## config.mk

```make
export PLATFORM = sky130hd
export DESIGN_NAME = uart_rx
export DESIGN_NICKNAME = d
export VERILOG_FILES = /design/src/rtl/uart_pkg.sv /design/src/rtl/uart_baud_tick.sv /design/src/rtl/uart_rx.sv
export SDC_FILE = /design/constraint.sdc
export NUM_CORES = 1
export LEC_CHECK = 0
export ABC_AREA = 0
export BUFFER_PORTS_ARGS = -buffer_cell sky130_fd_sc_hd__buf_2
export CORE_ASPECT_RATIO = 0.7
export CORE_MARGIN = 4
export CORE_UTILIZATION = 59
export CTS_CLUSTER_DIAMETER = 40
export DETAILED_ROUTE_END_ITERATION = 10
export PLACE_DENSITY_LB_ADDON = 0.12
export SYNTH_ARGS = -nofsm -noshare
export SYNTH_HDL_FRONTEND = slang
export SYNTH_HIERARCHICAL = 1
export SYNTH_SLANG_ARGS = --single-unit
```

## constraint.sdc

```tcl
create_clock -name sys_clk -period 2.5 [get_ports sys_clk]
set_clock_uncertainty 0.15 [all_clocks]
set_input_delay 0.375 -clock sys_clk [delete_from_list [all_inputs] [get_ports sys_clk]]
set_output_delay 0.375 -clock sys_clk [all_outputs]
set_load 0.05 [all_outputs]
```

## src/rtl/uart_pkg.sv

```systemverilog
// Shared UART receiver definitions: FSM state encoding, frame-bit levels and the parity helper.
package uart_pkg;

  typedef enum logic [2:0] {
    IDLE   = 3'd0,
    START  = 3'd1,
    DATA   = 3'd2,
    PARITY = 3'd3,
    STOP   = 3'd4
  } rx_state_e;

  localparam int   OVERSAMPLE_DEF = 16;
  localparam logic START_BIT      = 1'b0;
  localparam logic STOP_BIT       = 1'b1;

  // Even parity over up to 32 bits; callers zero-extend narrower words.
  function automatic logic even_parity(input logic [31:0] d);
    return ^d;
  endfunction

endpackage

```

## src/rtl/uart_baud_tick.sv

```systemverilog
// Oversample tick generator: free-running CLK_DIV divider with a synchronous restart, one-cycle tick at wrap.
module uart_baud_tick #(
  parameter int CLK_DIV = 54
) (
  input  logic sys_clk,
  input  logic rst_n,
  input  logic restart,
  output logic tick
);

  localparam int            CW       = (CLK_DIV > 1) ? $clog2(CLK_DIV) : 1;
  localparam logic [CW-1:0] DIV_LAST = CW'(CLK_DIV - 1);

  logic [CW-1:0] div_cnt_r;
  logic          tick_r;

  // Divider counter and registered tick; restart realigns the phase to the caller's event.
  always_ff @(posedge sys_clk or negedge rst_n) begin
    if (!rst_n) begin
      div_cnt_r <= {CW{1'b0}};
      tick_r    <= 1'b0;
    end else if (restart) begin
      div_cnt_r <= {CW{1'b0}};
      tick_r    <= 1'b0;
    end else begin
      tick_r    <= (div_cnt_r == DIV_LAST);
      div_cnt_r <= (div_cnt_r == DIV_LAST) ? {CW{1'b0}} : div_cnt_r + {{(CW-1){1'b0}}, 1'b1};
    end
  end

  assign tick = tick_r;

endmodule

```

## src/rtl/uart_rx.sv

```systemverilog
// UART receiver, 8N1 by default; define UART_RX_PARITY_EN to add an even-parity bit (8E1).
module uart_rx
  import uart_pkg::*;
#(
  parameter int CLK_DIV    = 54,
  parameter int OVERSAMPLE = OVERSAMPLE_DEF,
  parameter int DATA_BITS  = 8
) (
  input  logic                 sys_clk,
  input  logic                 rst_n,
  input  logic                 rx_in,
  output logic [DATA_BITS-1:0] data_out,
  output logic                 data_valid,
  output logic                 frame_err,
  output logic                 parity_err,
  output logic                 busy
);

  localparam int            SW       = $clog2(OVERSAMPLE);
  localparam int            BW       = (DATA_BITS > 1) ? $clog2(DATA_BITS) : 1;
  localparam logic [SW-1:0] MID_CNT  = SW'(OVERSAMPLE / 2 - 1);
  localparam logic [SW-1:0] LAST_CNT = SW'(OVERSAMPLE - 1);
  localparam logic [BW-1:0] BIT_LAST = BW'(DATA_BITS - 1);

  logic                 rx_meta_r;
  logic                 rx_s;
  logic                 rx_d;
  logic                 restart_s;
  logic                 tick_s;
  rx_state_e            state_r;
  logic [SW-1:0]        smp_cnt_r;
  logic [BW-1:0]        bit_idx_r;
  logic [DATA_BITS-1:0] shift_r;
  logic [DATA_BITS-1:0] data_out_r;
  logic                 data_valid_r;
  logic                 frame_err_r;
  logic                 busy_r;
`ifdef UART_RX_PARITY_EN
  logic                 par_bad_r;
  logic                 parity_err_r;
`endif

  // Two-flop synchroniser plus one history flop for edge detection; idle-high reset.
  always_ff @(posedge sys_clk or negedge rst_n) begin
    if (!rst_n) begin
      rx_meta_r <= 1'b1;
      rx_s      <= 1'b1;
      rx_d      <= 1'b1;
    end else begin
      rx_meta_r <= rx_in;
      rx_s      <= rx_meta_r;
      rx_d      <= rx_s;
    end
  end

  // Only a genuine falling edge starts a frame, so a held break line is ignored.
  assign restart_s = (state_r == IDLE) && (rx_d == STOP_BIT) && (rx_s == START_BIT);

  uart_baud_tick #(.CLK_DIV(CLK_DIV)) u_baud_tick (
    .sys_clk (sys_clk),
    .rst_n   (rst_n),
    .restart (restart_s),
    .tick    (tick_s)
  );

  // Receive FSM with registered result pulses and busy flag.
  always_ff @(posedge sys_clk or negedge rst_n) begin
    if (!rst_n) begin
      state_r      <= IDLE;
      smp_cnt_r    <= {SW{1'b0}};
      bit_idx_r    <= {BW{1'b0}};
      shift_r      <= {DATA_BITS{1'b0}};
      data_out_r   <= {DATA_BITS{1'b0}};
      data_valid_r <= 1'b0;
      frame_err_r  <= 1'b0;
      busy_r       <= 1'b0;
`ifdef UART_RX_PARITY_EN
      par_bad_r    <= 1'b0;
      parity_err_r <= 1'b0;
`endif
    end else begin
      data_valid_r <= 1'b0;
      frame_err_r  <= 1'b0;
`ifdef UART_RX_PARITY_EN
      parity_err_r <= 1'b0;
`endif
      case (state_r)
        IDLE: begin
          if (restart_s) begin
            state_r   <= START;
            smp_cnt_r <= {SW{1'b0}};
            busy_r    <= 1'b1;
          end
        end
        START: begin
          if (tick_s) begin
            if (smp_cnt_r == MID_CNT) begin
              smp_cnt_r <= {SW{1'b0}};
              bit_idx_r <= {BW{1'b0}};
              if (rx_s == START_BIT) begin
                state_r <= DATA;
              end else begin
                state_r <= IDLE;
                busy_r  <= 1'b0;
              end
            end else begin
              smp_cnt_r <= smp_cnt_r + {{(SW-1){1'b0}}, 1'b1};
            end
          end
        end
        DATA: begin
          if (tick_s) begin
            if (smp_cnt_r == LAST_CNT) begin
              smp_cnt_r          <= {SW{1'b0}};
              shift_r[bit_idx_r] <= rx_s;
              if (bit_idx_r == BIT_LAST) begin
`ifdef UART_RX_PARITY_EN
                state_r <= PARITY;
`else
                state_r <= STOP;
`endif
              end else begin
                bit_idx_r <= bit_idx_r + {{(BW-1){1'b0}}, 1'b1};
              end
            end else begin
              smp_cnt_r <= smp_cnt_r + {{(SW-1){1'b0}}, 1'b1};
            end
          end
        end
`ifdef UART_RX_PARITY_EN
        PARITY: begin
          if (tick_s) begin
            if (smp_cnt_r == LAST_CNT) begin
              smp_cnt_r <= {SW{1'b0}};
              par_bad_r <= (rx_s != even_parity(32'(shift_r)));
              state_r   <= STOP;
            end else begin
              smp_cnt_r <= smp_cnt_r + {{(SW-1){1'b0}}, 1'b1};
            end
          end
        end
`endif
        STOP: begin
          if (tick_s) begin
            if (smp_cnt_r == LAST_CNT) begin
              smp_cnt_r   <= {SW{1'b0}};
              state_r     <= IDLE;
              busy_r      <= 1'b0;
              frame_err_r <= (rx_s != STOP_BIT);
`ifdef UART_RX_PARITY_EN
              parity_err_r <= par_bad_r;
              if ((rx_s == STOP_BIT) && !par_bad_r) begin
`else
              if (rx_s == STOP_BIT) begin
`endif
                data_out_r   <= shift_r;
                data_valid_r <= 1'b1;
              end
            end else begin
              smp_cnt_r <= smp_cnt_r + {{(SW-1){1'b0}}, 1'b1};
            end
          end
        end
        default: begin
          state_r <= IDLE;
          busy_r  <= 1'b0;
        end
      endcase
    end
  end

  assign data_out   = data_out_r;
  assign data_valid = data_valid_r;
  assign frame_err  = frame_err_r;
  assign busy       = busy_r;
`ifdef UART_RX_PARITY_EN
  assign parity_err = parity_err_r;
`else
  assign parity_err = 1'b0;
`endif

endmodule

```

==> run metrics <==
status=finished clean; Die ar.=4300 µm²; initial antenna violation count=0; average size of a mapped cell=11.9 µm²; CTS root buffer=clkbuf_8; number of synthesized flops with an enable pin=0; Yosys reg bits=39; Worst R2R Start=smp_cnt_r[1]; combinational fraction of design power=0.153; Final Non-Filler Cells=217; Starting Density=0.618; Resized Gates After CTS=0; CTS Buf Count=5; Leakage=1.04 nW; DRC=0; reg-to-reg endpoint=data_out[0]; postcts setup bufs=0; ANT cells=0; Vias per Instance=5.76; commonest non-fill, non-tap cell in the layout=dfrtp_1; IO buf count=13; ratio of total power to cell area=666 nW/µm²; final setup margin=346 ps; sequential area share after synthesis=0.503; Hold Vio Cnt, Final=0; post-layout util=0.666; area grow syn2layout=7.71%; Boundary Pins=15; CTS Sinks=39; Clk pwr share=0.289; met1 Track Usage GR=0.232; period utilization=0.862; First DRT Iteration DRCs=58; switching fraction of total power=0.288; total number of vias=1251; WS Path Type=register to register; layout cell share with drive strength beyond 1=0.279; Power Internal=994 µW; Fmax=464 MHz; drt pass-1 iters=4; CTS tree=done; Pins Over Slew Limit=0; # H-tree levels=2; P_sw=402 µW; sequential power share=0.559; startpoint types=register; post-synthesis cell type count=47; actual slew at the worst max-slew pin=817 ps; Inst Count DP=209; total global-route track usage=0.170; maximum vdd drop=461 µV; final instance area=2100 µm²; YS warnings=6; GP Congestion=0.857; final hold slack=26.9 ps; launch point of the worst path=smp_cnt_r[1]; RSZ-0062 raised after global routing=no; Core Region=3150 µm²; met3 global-route usage=0.0469; Synth top area share=0.463; setup tns final=0 ps; max cap viols=0; Bufs on Longest Clock Path=2; CTS hold repair buffers=0; crit path DAT=2180 ps; Final #Nets=186; ys flop type=dfrtp_1; synthesized area=1950 µm²; HPWL after detailed placement=2330 µm; post-place setup slack=358 ps; Area contributors post-synth=dfrtp_1, mux2_4, dfstp_2; Core Rows=17; asr flop ratio synth=1.00; Rel. slew slack=0.455; grt ovf=0; most used routing layer in global routing=met2; R2R depth=4; Final Power=1.40 mW; Tmin final=2150 ps; R2R Setup Slk=350 ps; largest net degree at the start of global routing=40; number of global-route vias before repair=1190; Critical Path Fanout Max=9; Worst-path clk slew=70 ps; post-route antenna net violation count=0; Post-Syn Instances=164; Data required, critical path=2530 ps; Die Ht=56.1 µm; Final setup viols=0; most frequent cells in the layout=dfrtp_1, nor2_1, nand2_1; drt wl/cell=15.0 µm; Hold WC Path Type=input port to async pin; top cell type by total area after synthesis=dfrtp_1; Skew-Pair Late Insertion Delay=290 ps; Post-Syn Nets=172; WL final=3250 µm; grt met2 use=0.249; die width=76.7 µm; element type at the critical path end=register; placed cell area=2020 µm²; first-pass GRT wire length=5710 µm
==> worst max-delay path by stage <==
stage / slack (ps) / to / cells after the start
2_1_floorplan: 640 / smp_cnt_r[3] / 4
3_3_place_gp: 440 / data_out[6] / 4
3_5_place_dp: 360 / data_out[2] / 4
4_1_cts: 340 / data_out[0] / 4
5_1_grt: 240 / data_out[0] / 4
6_report: 350 / data_out[0] / 4
==> worst max-delay path, stage by stage (launching register included) <==
cell and delay (ps):
dfrtp_1 390, ha_1 280, nand4_4 190, or3_1 640
mux2_4 390
==> power groups by stage <==
stage               combinational [mW]  sequential, mW  clock [mW]
floorplan                        0.166           0.777           0
global placement                 0.200           0.783           0
detailed placement               0.215           0.791           0
CTS                              0.217           0.779       0.412
global route                     0.249           0.790       0.438
finish                           0.213           0.780       0.403
==> synth_stat cells, types with 2 or more instances <==
library cell  instances
mux2_4               10
inv_1                 8
or3b_4                2
dfstp_2               3
mux2_1                2
xor2_1                3
mux2i_1               5
buf_6                 2
nand3_2               3
nor3_1                2
ha_1                  5
or3_1                 2
nand2b_1              3
o21ai_0               3
nor2_1               16
nand2_1              14
dfrtp_1              36
nand3_1               4
a21oi_1               5
buf_2                 2
nor2b_1               2
mux2_2                5
xnor2_1               2
nor3_4                2
==> cell families (layout without fill, tap and decap cells) <==
logic type / after synthesis / after routing / share of synthesized area
AOI/OAI and AO/OA: 18 / 18 / 0.0739
xor gates and xnor gates: 5 / 5 / 0.0225
adders and majority gates: 5 / 5 / 0.0321
buffers and inverters: 14 / 29 / 0.0379
DFF: 39 / 39 / 0.503
muxes: 22 / 22 / 0.143
other: 1 / 1 / 0.00193
and+or+nand+nor: 60 / 60 / 0.185
==> layout make-up <==
class | instances | area [µm²]
well taps | 38 | 47.5
multi-input cells | 111 | 893
repair buffers | 13 | 65.1
clock buffers | 7 | 76.3
inverters | 8 | 30.0
fillers | 236 | 1050
flip-flops and latches | 39 | 980
clock inverters | 1 | 5.00
==> registers in the layout, summed over array words and instances (netlist names), 3 cells and up <==
signal / count
data_out: 8
shift_r: 8
u_baud_tick/div_cnt_r: 6
smp_cnt_r: 4
bit_idx_r: 3
state_r: 3
==> routing by layer <==
metal  vias to the layer above  part of all wire  wire length, µm
met5                         -                 0                0
met2                        33              0.44             1430
met1                       613              0.49             1600
met4                         0             0.018               58
li1                        598                 -                -
met3                         7             0.050              163
Note: power is estimated with default switching activity, not from simulation.
